`src/rtl/video_line_sequencer.sv`:
```
// Composite-video raster scanner: 1-bpp BRAM rows -> sync/black/white level + PWM threshold, registered 1 clk after (h,v).
// Free-running, no backpressure; `define VIDEO_TESTPAT_EN adds a test_pat input selecting an 8x8 checkerboard.
module video_line_sequencer #(
  parameter int PIX_W     = 300,
  parameter int PIX_DIV   = 4,
  parameter int H_TOTAL   = 1728,
  parameter int H_SYNC    = 127,
  parameter int H_BACK    = 155,
  parameter int V_TOTAL   = 625,
  parameter int V_SYNC    = 5,
  parameter int V_BACK    = 12,
  parameter int ACT_LINES = 608,
  parameter int LVL_SYNC  = 0,
  parameter int LVL_BLACK = 4,
  parameter int LVL_WHITE = 9
) (
  input  logic             clk,
  input  logic             rst_n,
  input  logic             en,
`ifdef VIDEO_TESTPAT_EN
  input  logic             test_pat,
`endif
  output logic [9:0]       rd_addr,
  input  logic [PIX_W-1:0] rd_data,
  output logic [1:0]       level,
  output logic [7:0]       pwm_thresh,
  output logic             line_start,
  output logic             frame_start
);

  localparam int H_ACT = H_SYNC + H_BACK;
  localparam int V_ACT = V_SYNC + V_BACK;
  localparam int HW    = $clog2(H_TOTAL);
  localparam int VW    = $clog2(V_TOTAL);
  localparam int PW    = (PIX_W > 1) ? $clog2(PIX_W) : 1;
  localparam int DW    = (PIX_DIV > 1) ? $clog2(PIX_DIV) : 1;

  localparam logic [HW-1:0] H_LAST    = HW'(H_TOTAL - 1);
  localparam logic [HW-1:0] H_SYNC_C  = HW'(H_SYNC);
  localparam logic [HW-1:0] H_ACT_M1  = HW'(H_ACT - 1);
  localparam logic [HW-1:0] H_BROAD   = HW'(H_TOTAL - H_SYNC);
  localparam logic [VW-1:0] V_LAST    = VW'(V_TOTAL - 1);
  localparam logic [VW-1:0] V_SYNC_C  = VW'(V_SYNC);
  localparam logic [VW-1:0] V_ACT_C   = VW'(V_ACT);
  localparam logic [VW-1:0] V_END_C   = VW'(V_ACT + ACT_LINES);
  localparam logic [PW-1:0] P_LAST    = PW'(PIX_W - 1);
  localparam logic [DW-1:0] D_LAST    = DW'(PIX_DIV - 1);

  if (H_ACT + PIX_W * PIX_DIV > H_TOTAL) begin : g_bad_h
    $error("video_line_sequencer: active pixels overrun H_TOTAL");
  end
  if (V_ACT + ACT_LINES > V_TOTAL) begin : g_bad_v
    $error("video_line_sequencer: active lines overrun V_TOTAL");
  end
  if (ACT_LINES > 1024) begin : g_bad_rows
    $error("video_line_sequencer: ACT_LINES exceeds 10-bit row address");
  end

  typedef enum logic [1:0] {
    LV_SYNC  = 2'd0,
    LV_BLACK = 2'd1,
    LV_WHITE = 2'd2
  } level_e;

  logic [HW-1:0]    h_cnt_q, h_cnt_d;
  logic [VW-1:0]    v_cnt_q, v_cnt_d;
  logic [PW-1:0]    pix_q, pix_d;
  logic [DW-1:0]    div_q, div_d;
  logic             pix_on_q, pix_on_d;
  logic [PIX_W-1:0] row_q, row_d;
  logic [9:0]       rd_addr_q, rd_addr_d;
  level_e           level_q, level_d;
  logic [7:0]       pwm_q, pwm_d;
  logic             line_q, line_d;
  logic             frame_q, frame_d;
`ifdef VIDEO_TESTPAT_EN
  logic             tp_q, tp_d;
`endif

  logic             vsync_line;
  logic             act_line;
  logic [VW-1:0]    row_idx;
  logic             pix_bit;

  always_comb begin
    h_cnt_d   = h_cnt_q;
    v_cnt_d   = v_cnt_q;
    pix_d     = pix_q;
    div_d     = div_q;
    pix_on_d  = pix_on_q;
    row_d     = row_q;
    rd_addr_d = rd_addr_q;
    level_d   = LV_BLACK;
    line_d    = 1'b0;
    frame_d   = 1'b0;
    pwm_d     = 8'(LVL_BLACK);

    vsync_line = (v_cnt_q < V_SYNC_C);
    act_line   = (v_cnt_q >= V_ACT_C) && (v_cnt_q < V_END_C);
    row_idx    = v_cnt_q - V_ACT_C;

`ifdef VIDEO_TESTPAT_EN
    // Latched once per line so a mid-line toggle cannot tear the picture.
    tp_d = tp_q;
    if (h_cnt_q == '0) tp_d = test_pat;
    pix_bit = tp_q ? (pix_q[3] ^ row_idx[3]) : row_q[pix_q];
`else
    pix_bit = row_q[pix_q];
`endif

    if (!en) begin
      h_cnt_d  = '0;
      v_cnt_d  = '0;
      pix_d    = '0;
      div_d    = '0;
      pix_on_d = 1'b0;
    end else begin
      if (h_cnt_q == H_LAST) begin
        h_cnt_d = '0;
        v_cnt_d = (v_cnt_q == V_LAST) ? '0 : v_cnt_q + 1'b1;
      end else begin
        h_cnt_d = h_cnt_q + 1'b1;
      end

      // pix_q/div_q track the pixel under h_cnt_q; armed one clock before H_ACT.
      if (h_cnt_q == H_ACT_M1) begin
        pix_d    = '0;
        div_d    = '0;
        pix_on_d = 1'b1;
      end else if (pix_on_q) begin
        if (div_q == D_LAST) begin
          div_d = '0;
          if (pix_q == P_LAST) pix_on_d = 1'b0;
          else                 pix_d    = pix_q + 1'b1;
        end else begin
          div_d = div_q + 1'b1;
        end
      end

      if (act_line && (h_cnt_q == '0))      rd_addr_d = 10'(row_idx);
      if (act_line && (h_cnt_q == H_SYNC_C)) row_d     = rd_data;

      if (vsync_line)                level_d = (h_cnt_q < H_BROAD) ? LV_SYNC : LV_BLACK;
      else if (h_cnt_q < H_SYNC_C)   level_d = LV_SYNC;
      else if (act_line && pix_on_q) level_d = pix_bit ? LV_WHITE : LV_BLACK;
      else                           level_d = LV_BLACK;

      line_d  = (h_cnt_q == '0);
      frame_d = (h_cnt_q == '0) && (v_cnt_q == '0);
    end

    case (level_d)
      LV_SYNC:  pwm_d = 8'(LVL_SYNC);
      LV_WHITE: pwm_d = 8'(LVL_WHITE);
      default:  pwm_d = 8'(LVL_BLACK);
    endcase
  end

  always_ff @(posedge clk) begin
    if (!rst_n) begin
      h_cnt_q   <= '0;
      v_cnt_q   <= '0;
      pix_q     <= '0;
      div_q     <= '0;
      pix_on_q  <= 1'b0;
      row_q     <= '0;
      rd_addr_q <= '0;
      level_q   <= LV_BLACK;
      pwm_q     <= 8'(LVL_BLACK);
      line_q    <= 1'b0;
      frame_q   <= 1'b0;
`ifdef VIDEO_TESTPAT_EN
      tp_q      <= 1'b0;
`endif
    end else begin
      h_cnt_q   <= h_cnt_d;
      v_cnt_q   <= v_cnt_d;
      pix_q     <= pix_d;
      div_q     <= div_d;
      pix_on_q  <= pix_on_d;
      row_q     <= row_d;
      rd_addr_q <= rd_addr_d;
      level_q   <= level_d;
      pwm_q     <= pwm_d;
      line_q    <= line_d;
      frame_q   <= frame_d;
`ifdef VIDEO_TESTPAT_EN
      tp_q      <= tp_d;
`endif
    end
  end

  assign rd_addr     = rd_addr_q;
  assign level       = level_q;
  assign pwm_thresh  = pwm_q;
  assign line_start  = line_q;
  assign frame_start = frame_q;

endmodule

```
`config.mk`:
```
export PLATFORM = sky130hd
export DESIGN_NAME = video_line_sequencer
export DESIGN_NICKNAME = d
export VERILOG_FILES = /design/src/rtl/video_line_sequencer.sv
export SDC_FILE = /design/constraint.sdc
export NUM_CORES = 1
export LEC_CHECK = 0
export CAP_MARGIN = 10
export CELL_PAD_IN_SITES_DETAIL_PLACEMENT = 1
export CELL_PAD_IN_SITES_GLOBAL_PLACEMENT = 1
export CORE_MARGIN = 2
export CORE_UTILIZATION = 40
export CTS_BUF_LIST = sky130_fd_sc_hd__clkbuf_8
export CTS_CLUSTER_DIAMETER = 150
export CTS_CLUSTER_SIZE = 16
export DETAILED_ROUTE_END_ITERATION = 12
export PLACE_DENSITY_LB_ADDON = 0.3
export SLEW_MARGIN = 0
export SYNTH_ARGS = -nofsm -noshare
export SYNTH_HDL_FRONTEND = slang
export SYNTH_SLANG_ARGS = --single-unit
```
`constraint.sdc`:
```
create_clock -name clk -period 2.9 [get_ports clk]
set_input_delay 0.58 -clock clk [delete_from_list [all_inputs] [get_ports clk]]
set_output_delay 0.58 -clock clk [all_outputs]
set_load 0.02 [all_outputs]
```
==> run metrics <==
layout cells sized above 1 6.98%; die width 204 um; Synth Cell Area 16100 sq um; ys async rst share 0%; Worst Setup End Kind flip-flop; Post-synth top cells nand2_1, dfxtp_1, a21boi_1; clk sink count 348; DRC violations left 0; Cell Int Power 6.08 mW; RSZ-0062 raised after global routing yes; Critical Path AT 3260 ps; max_slew headroom 30.2%; Crit. Startpoint v_cnt_q[1]$_SDFFE_PN0P_; critical-path cell list inv_1 -> ha_1 -> or3b_1 -> o21ai_1 -> a22oi_2 -> nand2_1 -> or3b_4 -> buf_16 -> nand2_1 -> a21boi_1; run status finished clean; Synth Instances 1807; post-route antenna net violation count 0; Slowest-stage cell, CP or3b_4; vias post-DR 13400; Worst-Margin Slew 1050 ps; largest fanout on the critical path 134; largest net degree at the start of global routing 188; initial detailed-routing violation count 716; vias per cell 5.19; pre-CTS WS 69.1 ps; post-synth cell types 69; Synth area leader dfxtp_1; cts bufs inserted 25; wire length per cell 18.9 um; clk slew on worst S/H paths 100 ps; sequential-to-total area share from yosys stat 43.3%; gr ovfl total 0; area of the multi-input gates 8260 sq um; first-pass GRT wire length 76200 um; CP max stage delay 490 ps; Comb power frac 7.6%; Max H-tree Level 1; DR pass1 iterations 5; clock group share of total power 31.4%; met2 usage 40.0%; sequential power share 60.9%; WS Path Type reg2reg; WL final 48800 um; initial antenna violation count 6; worst r2r src v_cnt_q[1]$_SDFFE_PN0P_; core area 39700 sq um; CP endpoint row_q[111]$_SDFFE_PN0P_; Max Cap Viol 0; count leader, synth nand2_1; HPWL after DPL 35600 um; Total Nets Final 2358; Final setup viols 0; Most common cell on crit path nand2_1; reg2reg path depth 10; Slew Viols, Final 0; placed instance count 2544; largest cells by area after synthesis dfxtp_1, nand2_1, a21boi_1; switching power 1.76 mW; fin crit share 95.6%; worst hold path class in2reg; Main synth FF type dfxtp_1; fin cells 2580; Synth Area per Inst 8.90 sq um; Total Die Area 41800 sq um; switch share 22.5%; CTS Hold Bufs 0; Clock Tree Buf Depth 3; count of state elements after synthesis 348; Initial Util 40.5%; PwrDens 391 nW/um^2; io pins 325; Startpoint Class flip-flop; final hold vios 0; GR Util All Layers 22.9%; final setup margin 128 ps; Fin Clk Skew 39.3 ps; met1 GRT Util 30.2%; min cycle time layout 2770 ps; fmax 361 MHz; Req. time, crit path 3390 ps; Final Util 50.5%; # rows 73; Ys Warns 0; number of flops mapped to enable cells by yosys 0; Worst-Skew Late Latency 620 ps; FF-to-FF End row_q[111]$_SDFFE_PN0P_; P&R area growth vs syn 24.7%; Port Buffers 319; GPL Wtd Cong 0.813; met3 usage in global routing 3.14%; FILL cells 4576; GR peak layer met2; TNS Setup 0 ps; register area 6980 sq um; CTS tree done; r2r setup slk 130 ps; Leak 6.55 nW; root buffer cell clkbuf_8; area share of the largest cell type after synthesis 43.3%; vias in the first global route 14100; Max IR drop VDD 0.251 mV; die height 204 um
## how the worst min path moves through the flow
stage,startpoint,end,slack (ps),cells past startpoint
after detailed placement,row_q[18]$_SDFFE_PN0P_,row_q[18]$_SDFFE_PN0P_,440,2
after global placement,row_q[270]$_SDFFE_PN0P_,row_q[270]$_SDFFE_PN0P_,440,2
final,rst_n,h_cnt_q[2]$_SDFF_PP0_,440,3
after global routing,rst_n,pix_on_q$_SDFF_PN0_,440,3
after floorplan,row_q[133]$_SDFFE_PN0P_,row_q[133]$_SDFFE_PN0P_,430,2
after CTS,rst_n,pix_on_q$_SDFF_PN0_,410,3
## layout make-up
cell class	instances	area share (%)
Antenna cell	5	0.0624
Multi-Input combinational cell	1303	41.2
Clock buffer	25	1.72
Sequential cell	348	34.8
Clock inverter	5	0.243
Timing Repair Buffer	360	18.5
Inverter	9	0.168
Tap cell	525	3.28
## sequential cells by signal (all words and copies together), names as in the netlist, 2 cells and up
| register | flops |
|---|---|
| level | 2 |
| pix_q | 9 |
| div_q | 2 |
| row_q | 300 |
| v_cnt_q | 10 |
| h_cnt_q | 11 |
| rd_addr | 10 |
## critical path: cells and delay by family (launching register included)
| kind | cells | cell delay, ps |
|---|---|---|
| AND/OR/NAND/NOR | 4 | 1080 |
| buffers and inverters | 2 | 350 |
| adder cells (fa/ha/maj) | 1 | 250 |
| flip-flops | 1 | 430 |
| AO/OA/AOI/OAI | 3 | 380 |
## power by group through the flow
stage / combinational [mW] / sequential, mW / clock [mW]
after floorplan: 0.129 / 4.90 / 0
after global placement: 0.606 / 4.89 / 0
after detailed placement: 0.603 / 4.89 / 0
after CTS: 0.607 / 4.78 / 2.55
after global routing: 0.633 / 4.78 / 2.71
final: 0.600 / 4.78 / 2.47
## cells in the final DEF, fill, tap and decap left out, drive strengths merged, types with 4 or more instances in the layout
cell           instances
clkbuf                25
clkdlybuf4s50        318
nor2b                  9
a211oi                 9
xnor2                 18
nand4                  4
nand3b                 4
mux4                  61
and2                   5
a22o                   7
a21boi               300
a21oi                 12
and3                   4
inv                   12
xor2                  12
conb                   5
nor2                  47
ha                     8
o21ai                 10
buf                   42
o221ai                 4
nor3                   5
mux2i                 45
nand3                 26
or3                    4
o211a                  7
a22oi                  4
dfxtp                348
diode                  5
nand2                639
nor4                   8
## per-layer routing
metal,vias to the layer above,routed length (um)
met5,-,16
met4,2,752
met3,52,2040
met2,247,23900
met1,6535,22100
li1,6554,-
## metrics by stage
stage / total power [mW] / hold slack [ps] / instance area (sq um)
6_report: 7.85 / 443 / 20100
5_1_grt: 8.13 / 435 / 20000
4_1_cts: 7.94 / 407 / 20000
3_5_place_dp: 5.49 / 442 / 19600
3_3_place_gp: 5.50 / 438 / 19600
2_1_floorplan: 5.02 / 430 / 16100
## kinds of logic after synthesis
logic type	count (synthesis)	synth area share, %
AND/OR/NAND/NOR	772	19.4
buffers and inverters	160	5.50
multiplexers	108	11.6
adder cells (fa/ha/maj)	8	0.623
AO/OA/AOI/OAI	380	17.9
other	1	0.0233
flip-flops	348	43.3
XOR/XNOR	30	1.63
## timing repair
item,in CTS,in global routing
resized for setup,0,6
endpoints found under the setup margin,0,271
buffers inserted,0,1
Note: power is estimated with default switching activity, not from simulation.
